`src/rtl/sha256_mb_core.sv`:
```
// Multi-block SHA-256/SHA-224 compression engine: takes pre-padded 512-bit blocks,
// chains the hash state across the blocks of a message, runs 1, 2 or 4 rounds per
// clock and builds the message schedule in a 16-word sliding window.
module sha256_mb_core #(
    parameter int ROUNDS_PER_CYCLE = 1,
    parameter bit SUPPORT_224      = 1'b1
) (
    input  logic         clk,
    input  logic         reset,
    input  logic         blk_valid,
    output logic         blk_ready,
    input  logic [511:0] blk_data,
    input  logic         blk_first,
    input  logic         blk_last,
    input  logic         blk_mode224,
    output logic         dig_valid,
    input  logic         dig_ready,
    output logic [255:0] digest,
    output logic         dig_is224,
    output logic         busy
);
    localparam int         R      = ROUNDS_PER_CYCLE;
    localparam logic [5:0] T_STEP = 6'(R);
    localparam logic [5:0] T_LAST = 6'(64 - R);

    generate
        if (!(R == 1 || R == 2 || R == 4)) begin : g_bad_rounds
            $error("sha256_mb_core: ROUNDS_PER_CYCLE must be 1, 2 or 4");
        end
    endgenerate

    localparam logic [255:0] IV_256 =
        256'h6a09e667_bb67ae85_3c6ef372_a54ff53a_510e527f_9b05688c_1f83d9ab_5be0cd19;
    localparam logic [255:0] IV_224 =
        256'hc1059ed8_367cd507_3070dd17_f70e5939_ffc00b31_68581511_64f98fa7_befa4fa4;

    localparam logic [31:0] K_TAB [64] = '{
        32'h428a2f98, 32'h71374491, 32'hb5c0fbcf, 32'he9b5dba5, 32'h3956c25b, 32'h59f111f1, 32'h923f82a4, 32'hab1c5ed5,
        32'hd807aa98, 32'h12835b01, 32'h243185be, 32'h550c7dc3, 32'h72be5d74, 32'h80deb1fe, 32'h9bdc06a7, 32'hc19bf174,
        32'he49b69c1, 32'hefbe4786, 32'h0fc19dc6, 32'h240ca1cc, 32'h2de92c6f, 32'h4a7484aa, 32'h5cb0a9dc, 32'h76f988da,
        32'h983e5152, 32'ha831c66d, 32'hb00327c8, 32'hbf597fc7, 32'hc6e00bf3, 32'hd5a79147, 32'h06ca6351, 32'h14292967,
        32'h27b70a85, 32'h2e1b2138, 32'h4d2c6dfc, 32'h53380d13, 32'h650a7354, 32'h766a0abb, 32'h81c2c92e, 32'h92722c85,
        32'ha2bfe8a1, 32'ha81a664b, 32'hc24b8b70, 32'hc76c51a3, 32'hd192e819, 32'hd6990624, 32'hf40e3585, 32'h106aa070,
        32'h19a4c116, 32'h1e376c08, 32'h2748774c, 32'h34b0bcb5, 32'h391c0cb3, 32'h4ed8aa4a, 32'h5b9cca4f, 32'h682e6ff3,
        32'h748f82ee, 32'h78a5636f, 32'h84c87814, 32'h8cc70208, 32'h90befffa, 32'ha4506ceb, 32'hbef9a3f7, 32'hc67178f2
    };

    typedef enum logic [1:0] {S_IDLE, S_ROUND, S_FINAL, S_OUT} state_t;

    state_t         r_state;
    state_t         w_state_nxt;
    logic [31:0]    r_w [16];
    logic [31:0]    r_v [8];
    logic [31:0]    r_h [8];
    logic [5:0]     r_t;
    logic           r_last;
    logic           r_mode;
    logic [255:0]   r_digest;
    logic           r_dig_valid;
    logic           r_dig_is224;

    logic [31:0]    w_w_nxt [16];
    logic [31:0]    w_v_nxt [8];
    logic [31:0]    w_hsum [8];
    logic [255:0]   w_hsum_flat;
    logic [255:0]   w_iv_sel;
    logic [31:0]    w_t1;
    logic [31:0]    w_t2;
    logic [31:0]    w_wnew;
    logic [5:0]     w_kidx;

    function automatic logic [31:0] rotr(input logic [31:0] x, input int n);
        return (x >> n) | (x << (32 - n));
    endfunction

    function automatic logic [31:0] bsig0(input logic [31:0] x);
        return rotr(x, 2) ^ rotr(x, 13) ^ rotr(x, 22);
    endfunction

    function automatic logic [31:0] bsig1(input logic [31:0] x);
        return rotr(x, 6) ^ rotr(x, 11) ^ rotr(x, 25);
    endfunction

    function automatic logic [31:0] ssig0(input logic [31:0] x);
        return rotr(x, 7) ^ rotr(x, 18) ^ (x >> 3);
    endfunction

    function automatic logic [31:0] ssig1(input logic [31:0] x);
        return rotr(x, 17) ^ rotr(x, 19) ^ (x >> 10);
    endfunction

    assign w_iv_sel  = (SUPPORT_224 && blk_mode224) ? IV_224 : IV_256;
    assign blk_ready = (r_state == S_IDLE);
    assign busy      = (r_state != S_IDLE);
    assign dig_valid = r_dig_valid;
    assign digest    = r_digest;
    assign dig_is224 = r_dig_is224;

    // R chained rounds per cycle; each round consumes window word 0 and appends W[t+16]
    always_comb begin
        w_v_nxt = r_v;
        w_w_nxt = r_w;
        w_t1    = '0;
        w_t2    = '0;
        w_wnew  = '0;
        w_kidx  = '0;
        for (int j = 0; j < R; j++) begin
            w_kidx = r_t + 6'(j);
            w_t1   = w_v_nxt[7] + bsig1(w_v_nxt[4])
                   + ((w_v_nxt[4] & w_v_nxt[5]) ^ (~w_v_nxt[4] & w_v_nxt[6]))
                   + K_TAB[w_kidx] + w_w_nxt[0];
            w_t2   = bsig0(w_v_nxt[0])
                   + ((w_v_nxt[0] & w_v_nxt[1]) ^ (w_v_nxt[0] & w_v_nxt[2]) ^ (w_v_nxt[1] & w_v_nxt[2]));
            w_wnew = ssig1(w_w_nxt[14]) + w_w_nxt[9] + ssig0(w_w_nxt[1]) + w_w_nxt[0];
            w_v_nxt[7] = w_v_nxt[6];
            w_v_nxt[6] = w_v_nxt[5];
            w_v_nxt[5] = w_v_nxt[4];
            w_v_nxt[4] = w_v_nxt[3] + w_t1;
            w_v_nxt[3] = w_v_nxt[2];
            w_v_nxt[2] = w_v_nxt[1];
            w_v_nxt[1] = w_v_nxt[0];
            w_v_nxt[0] = w_t1 + w_t2;
            for (int k = 0; k < 15; k++) begin
                w_w_nxt[k] = w_w_nxt[k + 1];
            end
            w_w_nxt[15] = w_wnew;
        end
    end

    // Feed-forward sum of the chaining value and the working variables
    always_comb begin
        w_hsum_flat = '0;
        for (int i = 0; i < 8; i++) begin
            w_hsum[i] = r_h[i] + r_v[i];
            w_hsum_flat[255 - 32*i -: 32] = w_hsum[i];
        end
    end

    // State register
    always_ff @(posedge clk) begin
        if (reset) begin
            r_state <= S_IDLE;
        end else begin
            r_state <= w_state_nxt;
        end
    end

    // Next-state logic
    always_comb begin
        w_state_nxt = r_state;
        case (r_state)
            S_IDLE:  if (blk_valid) w_state_nxt = S_ROUND;
            S_ROUND: if (r_t == T_LAST) w_state_nxt = S_FINAL;
            S_FINAL: w_state_nxt = r_last ? S_OUT : S_IDLE;
            S_OUT:   if (dig_ready) w_state_nxt = S_IDLE;
            default: w_state_nxt = S_IDLE;
        endcase
    end

    // Working variables and schedule window: loaded on acceptance, advanced every round cycle
    always_ff @(posedge clk) begin
        if (r_state == S_IDLE && blk_valid) begin
            for (int i = 0; i < 16; i++) begin
                r_w[i] <= blk_data[511 - 32*i -: 32];
            end
            for (int i = 0; i < 8; i++) begin
                r_v[i] <= blk_first ? w_iv_sel[255 - 32*i -: 32] : r_h[i];
            end
        end else if (r_state == S_ROUND) begin
            r_v <= w_v_nxt;
            r_w <= w_w_nxt;
        end
    end

    // Chaining state, round counter, message flags and the digest output register
    always_ff @(posedge clk) begin
        if (reset) begin
            for (int i = 0; i < 8; i++) begin
                r_h[i] <= IV_256[255 - 32*i -: 32];
            end
            r_t         <= '0;
            r_last      <= 1'b0;
            r_mode      <= 1'b0;
            r_digest    <= '0;
            r_dig_valid <= 1'b0;
            r_dig_is224 <= 1'b0;
        end else begin
            case (r_state)
                S_IDLE: begin
                    if (blk_valid) begin
                        r_t    <= '0;
                        r_last <= blk_last;
                        if (blk_first) begin
                            r_mode <= SUPPORT_224 && blk_mode224;
                            for (int i = 0; i < 8; i++) begin
                                r_h[i] <= w_iv_sel[255 - 32*i -: 32];
                            end
                        end
                    end
                end
                S_ROUND: r_t <= r_t + T_STEP;
                S_FINAL: begin
                    for (int i = 0; i < 8; i++) begin
                        r_h[i] <= w_hsum[i];
                    end
                    if (r_last) begin
                        r_dig_valid <= 1'b1;
                        r_dig_is224 <= r_mode;
                        r_digest    <= r_mode ? {w_hsum_flat[255:32], 32'h0} : w_hsum_flat;
                    end
                end
                S_OUT: if (dig_ready) r_dig_valid <= 1'b0;
                default: ;
            endcase
        end
    end
endmodule

```
`config.mk`:
```
export PLATFORM = sky130hd
export DESIGN_NAME = sha256_mb_core
export DESIGN_NICKNAME = d
export VERILOG_FILES = /design/src/rtl/sha256_mb_core.sv
export SDC_FILE = /design/constraint.sdc
export NUM_CORES = 2
export LEC_CHECK = 0
export ABC_AREA = 0
export BUFFER_PORTS_ARGS = -buffer_cell sky130_fd_sc_hd__buf_2
export CORE_ASPECT_RATIO = 0.9
export CORE_MARGIN = 8
export CORE_UTILIZATION = 40
export DETAILED_ROUTE_END_ITERATION = 8
export GPL_TIMING_DRIVEN = 0
export HOLD_SLACK_MARGIN = 0.15
export PLACE_DENSITY = 0.67
export SKIP_CTS_REPAIR_TIMING = 1
export SLEW_MARGIN = 0
export SYNTH_ARGS = -nofsm -noshare
export SYNTH_HDL_FRONTEND = slang
export SYNTH_SLANG_ARGS = --single-unit
```
`constraint.sdc`:
```
create_clock -name clk -period 31.8 [get_ports clk]
set_input_delay 9.54 -clock clk [delete_from_list [all_inputs] [get_ports clk]]
set_output_delay 9.54 -clock clk [all_outputs]
set_load 0.01 [all_outputs]
```
=== After elaboration in Yosys (flattened, before gate mapping) ===
Memory sizes are Yosys's and may differ from the RTL's.
Index checks and enable logic that the tools add are counted.

* Register bits after elaboration: 1036
* Memories: 2
* Output and inout port bits: 260
* Input bits: 519
* Memory bits (writable): 256
* Bits in read-only memories: 2048
* Word-level logic and storage cells: 169

{| class="wikitable"
|+ Memory list
! memory !! words !! width !! rd ports !! clocked after Yosys merged registers in !! wr ports !! RTL line !! source
|-
| (name not given) || 64 || 32 || 1 || 0 || 0 || 111 || <nowiki>+ K_TAB[w_kidx] + w_w_nxt[0];</nowiki>
|-
| r_h || 8 || 32 || 8 || 0 || 8 || 54 || <nowiki>logic [31:0] r_h [8];</nowiki>
|}

* Mux-type cells: 52
* Reduce and logical (&&, ||, !) cells: 12
* Add/sub/neg operators: 19
* Bitwise logic cells: 44
* Eq/ne operators: 8
* Magnitude comparators: 1

{| class="wikitable"
|+ Operator list
! kind !! count
|-
| 512-bit 2-to-1 mux || 2
|-
| 32-bit 2-to-1 mux || 27
|-
| 256-bit 2-to-1 mux || 3
|-
| 32-bit adder || 18
|-
| 32-bit bitwise XOR || 9
|-
| 32-bit bitwise AND || 5
|-
| 32-bit NOT || 1
|-
| 10-bit by 32-bit OR with 32-bit output || 1
|-
| 13-bit by 32-bit OR with 32-bit output || 1
|-
| 14-bit by 32-bit OR with 32-bit output || 1
|-
| 15-bit by 32-bit OR with 32-bit output || 1
|-
| 19-bit by 32-bit OR with 32-bit output || 1
|-
| 21-bit by 32-bit OR with 32-bit output || 1
|-
| 25-bit by 32-bit OR with 32-bit output || 1
|-
| 26-bit by 32-bit OR with 32-bit output || 1
|-
| 30-bit by 32-bit OR with 32-bit output || 1
|-
| 7-bit by 32-bit OR with 32-bit output || 1
|-
| 32-bit by 22-bit bitwise XOR with 32-bit output || 1
|-
| 32-bit by 29-bit bitwise XOR with 32-bit output || 1
|-
| 1-bit OR || 16
|-
| 1-bit 2-to-1 mux || 12
|-
| 6-bit one-hot mux with 2 select lines || 1
|-
| 3-bit AND reduction || 3
|-
| 2-bit 2-to-1 mux || 4
|-
| other kinds (14) || 23
|}

=== Depth between registers and ports, before layout ===
* Word-level depth: 10
* Depth in mapped cells: 38
* Mapped depth without buffers: 35

=== Worst setup path after synthesis ===
Ideal clock, no wire load.

* Path type: input-to-reg
* Start point: in blk_valid
* End point: reg r_t[3]
* Path slack: 5446 ps
* Arrival time: 25513 ps
* Stages: 6
* Cell sequence: and2_1 buf_2 clkbuf_1 nor2_1 inv_1 a221oi_1

* Cells in the longest elaborated chain, start to end: 2

{| class="wikitable"
|+ RTL lines
! element !! RTL line !! source
|-
| from (decl) || 10 || <nowiki>input logic blk_valid,</nowiki>
|-
| 2-bit inequality test (no source line) || - ||
|-
| 2-bit AND reduction (no source line) || - ||
|-
| to (signal assigned) || 201 || <nowiki>S_ROUND: r_t <= r_t + T_STEP;</nowiki>
|-
| to (decl) || 55 || <nowiki>logic [5:0] r_t;</nowiki>
|}

No other way between the ends.
A chain may end at the register's enable or synchronous reset.

==> out/qor.yml <==
synthArstFlopShare_pct: 0
cts.clk_slew.worst_paths_ns: 0.06
grt_start_max_net_pins: 139
wire_per_inst_um: 33.0
cp_data_required_time_ns: 32.30
root_buffer: "clkbuf_16"
synth_seq_area_share_pct: 44.6
synth.distinct_cells: 90
grt_use_total_pct: 36.8
design.die.area_sq_um: 216000
dp_hpwl_um: 332000
layout.nets: 10900
numCtsBuffers: 150
dr_total_vias: 75300
critPathArrivalTime_ns: 14.88
final_cell_mix: "nand2_1, edfxtp_1, buf_2"
clkLatencyLatePin_ns: 0.86
synth_nets: 9943
ios: 779
ys.flop_type: "edfxtp_1"
cts_tree: "done"
slew_viol_final: 88
setup.worst_path.class: "in -> reg"
drt_first_pass_iters: 6
end_kind: "flip-flop"
max_cap_viol_count: 9
cp_slowest_cell: "clkbuf_1"
skew_ns: 0.0687
drtIter0Drc: 10900
final_layout_size_suffix_gt1_share_pct: 11.5
slew_headroom_pct: -10.4
drt-met1-wl_um: 162000
violations: "capacitance limit, slew limit"
core_sq_um: 201000
crit_top_cell: "nand2_1"
r2r-start: "r_t[0]"
syn_inst: 8832
syn_area_sq_um: 80700
yosys_warnings: 0
tightestPinTransition_ns: 1.66
cp_max_fo: 10
drc: 0
hp-start: "digest[233]"
wl_met2_um: 178000
synth_edf_count: 1010
initial_core_util_pct: 40.2
via_per_inst: 5.96
min_path_type: "reg -> reg"
layout_min_cycle_time_ns: 14.38
max_freq_ghz: 0.0695
crit_path_start: "blk_valid"
top_layer_used: "met5"
gp_congestion: 1.07
max_stage_delay_ns: 1.03
areaGrowthSynthToFinish_pct: 15.9
overflow: 0
finalSetupViolations: 0
antenna_left: 0
syn_area_per_cell_sq_um: 9.13
rsz0062_at_grt: "no"
routed_wirelength_um: 417000
status: "finished with violations"
path_cells: "buf_2, and2_1, buf_2, nand2_1, nor2_1, nand2_1, nand2_1, clkbuf_1, clkbuf_1, o21ai_0"
die_y_um: 442
antenna_found_initial: 63
finalHoldViolCount: 0
num_rows: 156
clock-sinks: 1292
dp_slack_ns: 16.96
worst_slack_ns: 17.42
clk_path_buf_depth: 3
final_common_cell: "nand2_1"
grt_pass1_wl_um: 563000
port_buffers: 776
die_w_um: 489
finalCritPeriodShare_pct: 45.2
grt_pass1_vias: 71300
h-tree-depth: 4
wl_met3_um: 48100
synth_seq_cells: 1292
cp-start-kind: "primary input"
metal layers:
layer  track usage (%)  vias up
met1              48.5    36900
met2              55.1     4984
met5            0.0446        -
met3              9.85     1006
met4              19.9       24
li1                  -    32300
worst max-delay path, delay by kind of cell:
| family | cells | cell delay, ns |
|---|---|---|
| and+or+nand+nor | 5 | 2.54 |
| buffers and inverters | 4 | 2.54 |
| AOI/OAI and AO/OA | 1 | 0.22 |
through the flow:
step	hold WS [ns]	std cells	TNS (ns)	cell area, sq um	utilization [%]
after CTS	0.453	12600	0	93400	46.5
after floorplan	0.464	8832	0	80700	-
after global placement	0.438	12300	-2525.25	87900	43.8
after detailed placement	0.446	12300	0	88300	44.0
after global routing	0.472	12600	0	93400	46.6
final	0.451	12600	0	93500	46.6
registers in the layout, indices dropped and copies added (netlist names):
name / cells
dig_valid: 1
r_t: 6
digest: 256
dig_is224: 1
r_state: 2
r_v: 256
r_last: 1
r_w: 512
r_mode: 1
r_h: 256
area by class of cell:
class                   count  area (sq um)
clock inverters            75           868
well taps                2686          3360
flip-flops and latches   1292         36000
diodes                     33          82.6
fillers                 19500        107000
clock buffers             202          4230
plain buffers             492          1880
repair buffers            790          4220
multi-input cells        6557         41000
inverters                 491          1850
cell usage after synthesis (30+ instances only):
cell type,n,area [sq um]
nor2b_1,72,450
a21o_1,178,1340
nand2_1,2078,7800
nor2_1,602,2260
buf_1,30,113
o21bai_1,51,383
o21a_1,73,548
ha_1,395,4940
a31oi_1,102,638
a22oi_1,30,225
nor3_1,90,450
nand2b_1,136,851
o211ai_1,42,315
xor2_1,263,2300
nand3b_1,52,390
o21ai_0,566,2830
xnor2_1,335,2930
fa_1,197,3940
edfxtp_1,1010,30300
dfxtp_1,282,5650
mux2_2,32,360
a21oi_1,617,3090
clkbuf_1,460,1730
or3_1,44,275
a211oi_1,73,548
and2_1,38,238
nand3_1,111,556
inv_1,490,1840
final timing paths:
check / to / slack, ns / depth (start not counted)
worst max-delay path: r_h[0][27] / 17.42 / 10
worst min-delay path: digest[233] / 0.45 / 2
worst max register to register: r_v[255] / 20.81 / 34
worst min register to register: digest[233] / 0.45 / 2
kinds of logic after synthesis:
logic type | count (synthesis) | synth area share, %
DFF | 1292 | 44.6
AOI/OAI and AO/OA | 1964 | 14.8
xor gates and xnor gates | 599 | 6.52
adders and majority gates | 595 | 11.1
buffers and inverters | 983 | 4.58
muxes | 56 | 0.884
and+or+nand+nor | 3343 | 17.5
Power is left out: the tool's default activity adds up to more than one toggle a clock period on the data nets, which glitch-free logic cannot reach.
